### config.mk
export PLATFORM = sky130hd
export DESIGN_NAME = shift_out_reg
export DESIGN_NICKNAME = d
export VERILOG_FILES = /design/src/rtl/shift_out_reg.sv
export SDC_FILE = /design/constraint.sdc
export NUM_CORES = 1
export LEC_CHECK = 0
export CAP_MARGIN = 10
export CELL_PAD_IN_SITES_DETAIL_PLACEMENT = 1
export CELL_PAD_IN_SITES_GLOBAL_PLACEMENT = 2
export CORE_MARGIN = 5
export CORE_UTILIZATION = 30
export DETAILED_ROUTE_END_ITERATION = 8
export PLACE_DENSITY = 0.89
export SLEW_MARGIN = 0
export SYNTH_ARGS = -nofsm -noshare
export SYNTH_HDL_FRONTEND = slang
export SYNTH_SLANG_ARGS = --single-unit
### constraint.sdc
create_clock -name Clk -period 2.99 [get_ports Clk]
set_clock_uncertainty 0.2 [all_clocks]
set_input_delay 0.299 -clock Clk [delete_from_list [all_inputs] [get_ports Clk]]
set_output_delay 0.299 -clock Clk [all_outputs]
set_load 0.005 [all_outputs]
### src/rtl/shift_out_reg.sv
// Parallel-in, serial-out shifter with IDLE/SHIFT/DONE handshake, state on the falling clock edge.
// Define SHIFT_OUT_REG_LSB_FIRST_EN to emit DIn[0] first; MSB first otherwise.
module shift_out_reg #(
   parameter int DataWidth = 8
) (
   input  logic                 Clk,
   input  logic                 Reset,
   input  logic                 LD,
   input  logic [DataWidth-1:0] DIn,
   input  logic                 Stall,
   output logic                 Ready,
   output logic                 SOut,
   output logic                 SValid,
   output logic                 Done
);

   localparam int CntW = $clog2(DataWidth) + 1;
   localparam logic [CntW-1:0] LastCnt = CntW'(DataWidth - 1);

   typedef enum logic [1:0] {
      IDLE  = 2'd0,
      SHIFT = 2'd1,
      DONE  = 2'd2
   } state_t;

   state_t               state_q, state_d;
   logic [DataWidth-1:0] sr_q, sr_d;
   logic [CntW-1:0]      cnt_q, cnt_d;
   logic                 head;
   logic [DataWidth-1:0] sr_adv;

`ifdef SHIFT_OUT_REG_LSB_FIRST_EN
   assign head   = sr_q[0];
   assign sr_adv = sr_q >> 1;
`else
   assign head   = sr_q[DataWidth-1];
   assign sr_adv = sr_q << 1;
`endif

   always_ff @(negedge Clk) begin
      if (Reset) begin
         state_q <= IDLE;
         sr_q    <= '0;
         cnt_q   <= '0;
      end else begin
         state_q <= state_d;
         sr_q    <= sr_d;
         cnt_q   <= cnt_d;
      end
   end

   // LD is only looked at in IDLE, so a word in flight can never be overwritten.
   always_comb begin
      state_d = state_q;
      sr_d    = sr_q;
      cnt_d   = cnt_q;
      case (state_q)
         IDLE: begin
            if (!LD) begin
               sr_d    = DIn;
               cnt_d   = '0;
               state_d = SHIFT;
            end
         end
         SHIFT: begin
            if (!Stall) begin
               sr_d  = sr_adv;
               cnt_d = cnt_q + 1'b1;
               if (cnt_q == LastCnt) begin
                  state_d = DONE;
               end
            end
         end
         DONE: begin
            state_d = IDLE;
         end
         default: begin
            state_d = IDLE;
         end
      endcase
   end

   always_comb begin
      Ready  = 1'b0;
      SOut   = 1'b0;
      SValid = 1'b0;
      Done   = 1'b0;
      case (state_q)
         IDLE: begin
            Ready = 1'b1;
         end
         SHIFT: begin
            SValid = 1'b1;
            SOut   = head;
         end
         DONE: begin
            Done = 1'b1;
         end
         default: begin
            Ready = 1'b0;
         end
      endcase
   end

endmodule

==> metrics.txt, run 1 <==
Clock transition at path regs=40 ps; # diodes=0; Final HPWL DP=1370 microns; failing checks=negative setup slack; largest net degree at the start of global routing=10; combinational power share=0.180; worst setup path endpoint=SOut; Crit path largest cell delay=310 ps; total track usage=0.128; clk_lat worst skew=350 ps; nets=130; DR vias=717; die width=57.4 microns; H-tree depth=1; Die H=between 50 and 60 microns; final worst slack=-133 ps; area of the core=0.00217 sq mm; Pint=320 uW; family with the most delay on the worst path=simple AND/OR/NAND/NOR gates; Final Hold Vio Count=0; clock sink total=14; met1 GRT Util=0.150; RSZ-0062 raised after global routing=yes; Sw Ratio=0.322; Syn Nets=88; crit path DAT=2620 ps; wire per inst=13.2 microns; number of fill cells=274; CP max stage cell=dfxtp_2; max cap viols=0; first-pass GRT wire length=between 3000 and 4000 microns; CP max FO=4; mean area per synthesized cell=between 8 and 9 sq um; Area Overhead vs Synth=52.3%; Psw=about 150 uW; drc violations=0; crit path capture type=primary output; Post-Layout Cell Count=143; Worst R2R End=cnt_q[3]; Worst Hold Class=register to register; Buffers on Ports=15; Iter 0 DRT Violations=23; Levels on crit path=3; PwrDens=between 400 and 500 mW/mm^2; GRT overflow=0; Cell variety after synth=24; Critical Path Source Type=register; Max Slew Vio Count=0; Routed WL=1880 microns; layout cell share with drive strength beyond 1=0.330; VDD IR max=a little under 0.3 mV; effective utilization at floorplan=0.311; synth warn=0; die footprint=0.00330 sq mm; worst slew pin tran=345 ps; post-route ant nets=0; TritonCTS Buffers=3; final core utilization=0.473; grt met3 use=0.0566; met2 usage=0.197; cell count after synthesis=75; reg2reg path depth=5; CTS tree=built; CP required=2490 ps; Max-slew headroom=0.769; TNS Setup=-161 ps; Post-Synthesis Cell Area=674 sq um; Worst R2R Start=state_q[0]; register area share after synthesis=0.416; vias in the first global route=783; cell leakage power=0.477 nW; clk buf depth=2; DP Cell Count=125; initial antenna violation count=0; CP cell instances=and2b_2, and2_1, buf_2; Worst R2R Setup Slack=1250 ps; outcome=finished with violations; vias per inst=5.01; worst setup path class=register to primary output; GRT busiest layer=met2; CTS Root Cell=clkbuf_4; I/O Pins=16; setup violators final=3; Clk pwr share=0.377; number of synthesized register bits=14; Critical path origin=state_q[1]; row count=17; DRT Pass-1 Iters=4; GPL Wtd Cong=0.710; CP bufs+invs=1; sequential share of power=0.443
[power by group through the flow]
stage | clock (mW) | sequential [mW] | combinational [mW]
2_1_floorplan | 0.0308 | 0.209 | 0.0385
3_3_place_gp | 0.0308 | 0.211 | 0.0782
3_5_place_dp | 0.0308 | 0.211 | 0.0798
4_1_cts | 0.191 | 0.208 | 0.0811
5_1_grt | 0.217 | 0.210 | 0.0933
6_report | 0.178 | 0.209 | 0.0852
[worst min-delay path by stage]
| stage | from | slack [ps] | end | cells past startpoint |
|---|---|---|---|---|
| final | sr_q[0] | 280 | sr_q[0] | 2 |
| after global routing | cnt_q[3] | 320 | cnt_q[3] | 2 |
| after CTS | sr_q[0] | 280 | sr_q[0] | 2 |
| after detailed placement | sr_q[0] | 280 | sr_q[0] | 2 |
| after global placement | cnt_q[3] | 260 | cnt_q[3] | 2 |
| after floorplan | cnt_q[3] | 240 | cnt_q[3] | 2 |
[stage by stage]
step / instance area (sq um) / setup slack (ps) / power, mW / hold WS [ps]
after floorplan: 674 / 139 / 0.278 / 243
after global placement: 915 / -420 / 0.320 / 260
after detailed placement: 915 / -455 / 0.322 / 278
after CTS: 1010 / -148 / 0.481 / 281
after global routing: 1030 / -208 / 0.521 / 315
final: 1030 / -133 / 0.472 / 278
[cell families after synthesis]
group	after synthesis	share of synthesized area
buf+inv	12	0.0798
compound gates	27	0.291
fa+ha+maj	1	0.0185
simple gates	21	0.195
flops	14	0.416
[registers in the layout (all words and copies together), names as in the netlist]
register and cells:
sr_q 8, state_q 2, cnt_q 4
[routing by layer]
layer  vias to the layer above  wire length (microns)
met2                        17                    900
li1                        361                      -
met3                         3                     81
met4                         0                     21
met5                         -                      0
met1                       336                    881
[synth_stat cells]
| library cell | instances | area share |
|---|---|---|
| inv_1 | 9 | 0.050 |
| nand3_1 | 3 | 0.022 |
| nand2_1 | 2 | 0.011 |
| nor4b_1 | 2 | 0.026 |
| dfxtp_1 | 14 | 0.42 |
| nor2_1 | 4 | 0.022 |
| buf_6 | 1 | 0.017 |
| nor3b_1 | 1 | 0.011 |
| or4_1 | 2 | 0.022 |
| and2_1 | 1 | 0.0093 |
| nor3_2 | 1 | 0.015 |
| o21ai_0 | 2 | 0.015 |
| a21oi_1 | 13 | 0.096 |
| o221a_2 | 7 | 0.12 |
| ha_1 | 1 | 0.019 |
| nor2b_1 | 2 | 0.019 |
| clkbuf_1 | 1 | 0.0056 |
| buf_2 | 1 | 0.0074 |
| a31oi_1 | 2 | 0.019 |
| and2b_1 | 1 | 0.011 |
| nand4bb_1 | 1 | 0.017 |
| o31ai_1 | 2 | 0.022 |
| a21o_4 | 1 | 0.022 |
| or2_2 | 1 | 0.0093 |
[worst reg2reg max path, delay by kind of cell, from the launching register on]
kind | cells | cell delay (ps)
flops | 1 | 310
compound gates | 2 | 400
buf+inv | 2 | 310
simple gates | 1 | 460
[final cells by class]
class	instances	area, sq um	area share
multi-input combinational	49	382	0.371
sequential	14	283	0.275
timing repair buffer	27	223	0.217
tap	28	35.0	0.0341
clock buffer	3	22.5	0.0219
inverter	8	30.0	0.0292
clock inverter	14	52.6	0.0512
[what timing repair did]
action                     in CTS  in global routing
resized for setup              24                  8
buffers inserted                3                  0
hold buffers                    0                  0
pin swaps                       3                  1
setup endpoints to repair      14                  6
[placed cells by master (no fill, tap or decap), types with 3 or more instances in the layout]
master           instances
inv_1                   22
clkbuf_4                 3
clkdlybuf4s50_1         10
dfxtp_1                 12
o221a_2                  7
a21oi_1                 13
buf_4                   11
buf_2                    4
nand3_1                  3
No activity file was read; power rests on OpenSTA's default activity.
==> run 2: changes to the inputs <==
--- a/config.mk
+++ b/config.mk
@@ -9,9 +9,11 @@
 export CELL_PAD_IN_SITES_DETAIL_PLACEMENT = 1
 export CELL_PAD_IN_SITES_GLOBAL_PLACEMENT = 2
 export CORE_MARGIN = 5
-export CORE_UTILIZATION = 30
+export CORE_UTILIZATION = 32
+export CTS_BUF_LIST = sky130_fd_sc_hd__clkbuf_2
 export DETAILED_ROUTE_END_ITERATION = 8
-export PLACE_DENSITY = 0.89
+export PLACE_DENSITY = 0.93
+export SKIP_CTS_REPAIR_TIMING = 1
 export SLEW_MARGIN = 0
 export SYNTH_ARGS = -nofsm -noshare
 export SYNTH_HDL_FRONTEND = slang
==> run 2 against run 1 <==
The flow still finishes with violations (negative setup slack). Wire length increased by 8.7%. Clock-buffer cell count unchanged. Core utilization increased by 5.7 points. Worst setup slack got worse by 24 ps. Non-clock buffer count increased by 1. Global-route usage increased by 0.93 points. Sequential power about the same. Largest cell class unchanged.
==> metrics.txt, run 2 (same netlist as run 1, synthesis figures left out) <==
outcome=finished with violations; failing checks=negative setup slack; effective utilization at floorplan=0.340 (+0.0294); WHS Endpoint=cnt_q[3]; largest net degree at the start of global routing=10 (unchanged); area of the core=0.00198 sq mm (-8.7%); RSZ-0062 raised after global routing=yes; CTS tree=built; family with the most delay on the worst path=flip-flops; vias per inst=5.06 (+0.97%); # diodes=0 (unchanged); VDD IR max=0.269 mV (-6.7%); setup violators final=4 (+1); clk buf depth=2 (unchanged); GRT overflow=0 (unchanged); die width=55.9 microns (-2.6%); PwrDens=448 mW/mm^2 (-2.7%); Max Slew Vio Count=0 (unchanged); clk_lat worst skew=350 ps (about the same); Place WS=-489 ps (-34.9 ps); post-route ant nets=0 (unchanged); max reg flops=8 (unchanged); met2 usage=0.225 (+0.0279); drc violations=0 (unchanged); die footprint=0.00313 sq mm (-5.2%); worst setup path class=register to primary output; crit path capture type=primary output; TritonCTS Buffers=3 (unchanged); most common cell after layout, fill and taps aside=inv_1; Final HPWL DP=1420 microns (+3.4%); wire per inst=14.2 microns (+7.9%); CP max FO=2 (-2); GRT busiest layer=met2; vias in the first global route=795 (+1.5%); combinational power share=0.195 (+0.015); grt met3 use=0.0487 (-0.00784); Worst R2R End=cnt_q[3]; number of fill cells=240 (-12%); Max-slew headroom=0.753 (-0.0166); worst slew pin tran=366 ps (+20.8 ps); Worst R2R Setup Slack=1220 ps (-30 ps); crit path DAT=2650 ps (+30 ps); Area Overhead vs Synth=55.8%; clock sink total=14 (unchanged); min-delay src=cnt_q[3]; Routed WL=2050 microns (+8.7%); DRT Pass-1 Iters=4 (unchanged); final worst slack=-157 ps (-23.7 ps); biggest regs=sr_q: 8 flops, cnt_q: 4 flops, state_q: 2 flops; layout cell share with drive strength beyond 1=0.350 (+0.0200); Die H=55.9 microns (-2.6%); Iter 0 DRT Violations=17 (-26%); CP required=2490 ps (about the same); DR vias=729 (+1.7%); max cap viols=0 (unchanged); worst hold path depth=2 (unchanged); Levels on crit path=3 (unchanged); initial antenna violation count=0 (unchanged); Final Hold Vio Count=0 (unchanged); CP bufs+invs=2 (+1); commonest non-fill, non-tap cells in the layout=22 x inv_1, 12 x a21oi_1, 12 x dfxtp_1, 11 x buf_4, 9 x clkdlybuf4s50_1; register bank with the most flops=sr_q; cell leakage power=0.499 nW (+4.7%); Pint=306 uW (-4.4%); I/O Pins=16 (unchanged); Psw=164 uW (+8.0%); sequential share of power=0.442 (about the same); CTS Root Cell=clkbuf_2; CP max stage cell=dfxtp_2; Clock transition at path regs=40 ps (about the same); worst hold margin=304 ps (+25.4 ps); row count=16 (-1); CP cell instances=and2b_2, buf_4, clkbuf_2; Critical Path Source Type=register; Buffers on Ports=15 (unchanged); reg2reg path depth=5 (unchanged); met1 GRT Util=0.161 (+0.0111); Clk pwr share=0.362 (-0.015); nets=131 (+0.77%); H-tree depth=1 (unchanged); GPL Wtd Cong=0.720 (+1.4%); total track usage=0.138 (+0.00925); first-pass GRT wire length=3480 microns (+5.9%); Crit path largest cell delay=330 ps (+20 ps); Worst R2R Start=state_q[0]; Sw Ratio=0.349 (+0.0272); Worst Hold Class=register to register
[run 2: metrics by stage]
step / power [mW] / instances / instance area, sq um / utilization / setup TNS, ps
floorplan: 0.278 / 75 / 674 / - / 0
global placement: 0.318 / 124 / 913 / 0.461 / -4720
detailed placement: 0.323 / 124 / 913 / 0.461 / -5690
CTS: 0.468 / 141 / 982 / 0.496 / -2950
global route: 0.515 / 144 / 1050 / 0.530 / -578
finish: 0.470 / 144 / 1050 / 0.530 / -314
[run 2: how the worst max path moves through the flow]
stage / end / startpoint / slack [ps]
3_3_place_gp: cnt_q[2] / LD / -420
5_1_grt: SValid / state_q[1] / -210
6_report: SValid / state_q[1] / -160
4_1_cts: SOut / state_q[1] / -540
2_1_floorplan: cnt_q[3] / LD / 140
3_5_place_dp: sr_q[6] / LD / -490
[run 2: power by group through the flow]
stage / Combinational (mW) / Clock (mW) / Sequential [mW]
global placement: 0.0768 / 0.0308 / 0.211
global route: 0.101 / 0.205 / 0.209
floorplan: 0.0385 / 0.0308 / 0.209
CTS: 0.0817 / 0.179 / 0.208
detailed placement: 0.0810 / 0.0308 / 0.211
finish: 0.0919 / 0.170 / 0.208
[run 2: per-layer routing]
layer  vias up  share of wire
met4         0          0.023
li1        361              -
met1       344           0.42
met3         5          0.038
met2        19           0.52
met5         -              0
[run 2: cell type report]
cell class                      count  area [sq um]  share of cell area
Multi-Input combinational cell     49           377               0.358
Clock inverter                     15          57.6              0.0548
Inverter                            8          30.0              0.0286
Timing Repair Buffer               28           255               0.243
Tap cell                           27          33.8              0.0321
Clock buffer                        3          15.0              0.0143
Sequential cell                    14           283               0.269
[run 2: worst reg2reg max path, cell delays in order, from the launching register on]
cell	delay (ps)
dfxtp_2	310
buf_4	140
buf_4	180
a21o_4	250
or4_1	480
a21oi_2	130
==> run 3: changes to the inputs <==
--- a/config.mk
+++ b/config.mk
@@ -12,9 +12,9 @@
 export CORE_UTILIZATION = 32
 export CTS_BUF_LIST = sky130_fd_sc_hd__clkbuf_2
 export DETAILED_ROUTE_END_ITERATION = 8
+export GPL_TIMING_DRIVEN = 0
 export PLACE_DENSITY = 0.93
 export SKIP_CTS_REPAIR_TIMING = 1
-export SLEW_MARGIN = 0
 export SYNTH_ARGS = -nofsm -noshare
 export SYNTH_HDL_FRONTEND = slang
 export SYNTH_SLANG_ARGS = --single-unit
==> run 3 against run 2 <==
The run still ends with negative setup slack left. Via count fell by 6.0%. Design area fell by 9.9%. Clock-buffer cell count did not move. Cell count fell by 5.6%. Global-route usage fell by 0.68 points. Critical path depth rose by 1. First-iteration DRC count fell by 41%. Critical path type unchanged. Combinational power fell by 22%. Sequential power barely moved. Worst setup slack got worse by 61 ps. Worst hold slack got worse by 26 ps. Clock power fell by 3%.
==> metrics.txt, run 3 (same netlist as run 1, synthesis figures left out) <==
DRT Pass-1 Iters=4 (unchanged); die width=55.9 microns (unchanged); CP max stage cell=dfxtp_2; Clock transition at path regs=50 ps (about the same); Final HPWL DP=1230 microns (-13%); worst hold path depth=2 (unchanged); GRT overflow=0 (unchanged); Pint=292 uW (-4.6%); initial antenna violation count=0 (unchanged); biggest regs=sr_q: 8 flops, cnt_q: 4 flops, state_q: 2 flops; Area Overhead vs Synth=40.4%; CTS Root Cell=clkbuf_2; final instance area=947 sq um (-9.9%); reg2reg path depth=5 (unchanged); worst setup path class=register to primary output; Worst R2R Setup Slack=1270 ps (+50 ps); GRT busiest layer=met2; vias in the first global route=713 (-10%); Iter 0 DRT Violations=10 (-7); Max-slew headroom=0.632 (-0.121); Crit path largest cell delay=330 ps (about the same); met1 GRT Util=0.129 (-0.0323); final worst slack=-217 ps (-60.5 ps); PwrDens=471 mW/mm^2 (+5.2%); crit path capture type=primary output; Worst Hold Class=register to register; Post-Place Cell Area=858 sq um (-6.0%); clk_lat worst skew=350 ps (about the same); VDD IR max=0.261 mV (-2.9%); cell leakage power=0.454 nW (-9.1%); WHS Endpoint=cnt_q[3]; Worst R2R Start=state_q[0]; drc violations=0 (unchanged); CTS tree=built; commonest non-fill, non-tap cells in the layout=22 x inv_1, 13 x a21oi_1, 13 x dfxtp_1, 10 x clkdlybuf4s50_1, 7 x o221a_2; layout cell share with drive strength beyond 1=0.220 (-0.130); Max Slew Vio Count=0 (unchanged); area of the core=0.00198 sq mm (unchanged); DR vias=685 (-6.0%); vias per inst=5.04 (-0.51%); family with the most delay on the worst path=flip-flops; max reg flops=8 (unchanged); first-pass GRT wire length=3210 microns (-7.9%); Critical Path Source Type=register; CP required=2490 ps (about the same); worst hold margin=278 ps (-25.9 ps); largest net degree at the start of global routing=11 (+1); clk buf depth=2 (unchanged); worst slew pin tran=549 ps (+183 ps); Psw=154 uW (-6.3%); CP bufs+invs=2 (unchanged); # diodes=0 (unchanged); grt met3 use=0.0673 (+0.0186); sequential share of power=0.469 (+0.027); crit path DAT=2710 ps (+60 ps); Final Hold Vio Count=0 (unchanged); CP max FO=4 (+2); Clk pwr share=0.370 (+0.008); combinational power share=0.161 (-0.034); Worst R2R End=sr_q[1]; H-tree depth=1 (unchanged); CP cell instances=buf_6, and2b_1, and2_1, clkbuf_2; failing checks=negative setup slack; most common cell after layout, fill and taps aside=inv_1; effective utilization at floorplan=0.340 (unchanged); post-route ant nets=0 (unchanged); GPL Wtd Cong=0.695 (-3.4%); met2 usage=0.208 (-0.0169); max cap viols=0 (unchanged); TritonCTS Buffers=3 (unchanged); outcome=finished with violations; RSZ-0062 raised after global routing=yes; Routed WL=1750 microns (-14%); setup violators final=12 (+8); nets=124 (-5.3%); row count=16 (unchanged); die footprint=0.00313 sq mm (unchanged); clock sink total=14 (unchanged); register bank with the most flops=sr_q; Die H=55.9 microns (unchanged); number of fill cells=238 (-0.83%); final core utilization=0.478 (-0.0524); total track usage=0.131 (-0.00681); min-delay src=cnt_q[3]; Buffers on Ports=15 (unchanged); Sw Ratio=0.345 (-0.00391); wire per inst=12.9 microns (-9.3%); I/O Pins=16 (unchanged)
run 3: worst reg2reg max path, cell delays in order (launching register included):
cell and delay [ps]:
dfxtp_2 330, buf_6 120, buf_4 150, nor3_2 490
a21oi_1 140, o221a_2 150
run 3: stage by stage:
| stage | instances | worst slack (ps) | TNS (ps) | total power, mW |
|---|---|---|---|---|
| 2_1_floorplan | 75 | 139 | 0 | 0.278 |
| 3_3_place_gp | 117 | -613 | -7250 | 0.309 |
| 3_5_place_dp | 117 | -672 | -7760 | 0.312 |
| 4_1_cts | 133 | -774 | -4740 | 0.452 |
| 5_1_grt | 136 | -330 | -1600 | 0.496 |
| 6_report | 136 | -217 | -696 | 0.446 |
run 3: routing by layer:
| layer | vias to the layer above | share of wire |
|---|---|---|
| li1 | 344 | - |
| met1 | 319 | 0.43 |
| met2 | 17 | 0.48 |
| met3 | 5 | 0.068 |
| met4 | 0 | 0.020 |
| met5 | - | 0 |
run 3: worst max-delay path by stage:
stage	from	to	slack, ps	cells past startpoint
2_1_floorplan	LD	cnt_q[3]	140	3
3_3_place_gp	LD	sr_q[3]	-610	4
3_5_place_dp	LD	sr_q[1]	-670	4
4_1_cts	state_q[0]	SOut	-770	4
5_1_grt	state_q[0]	SOut	-330	4
6_report	state_q[0]	SOut	-220	4
run 3: cell type report:
cell class	instances	area (sq um)	area share
buffer	3	26.3	0.0277
clock buffer	3	15.0	0.0159
clock inverter	14	52.6	0.0555
inverter	8	30.0	0.0317
multi-input combinational	49	345	0.365
sequential	14	282	0.297
tap	27	33.8	0.0357
timing repair buffer	18	163	0.172
run 3: power by group through the flow:
stage                     Combinational (mW)  Clock, mW  Sequential [mW]
after floorplan                       0.0385     0.0308            0.209
after global placement                0.0670     0.0308            0.211
after detailed placement              0.0698     0.0308            0.211
after CTS                             0.0697      0.175            0.208
after global routing                  0.0801      0.205            0.210
final                                 0.0718      0.165            0.209
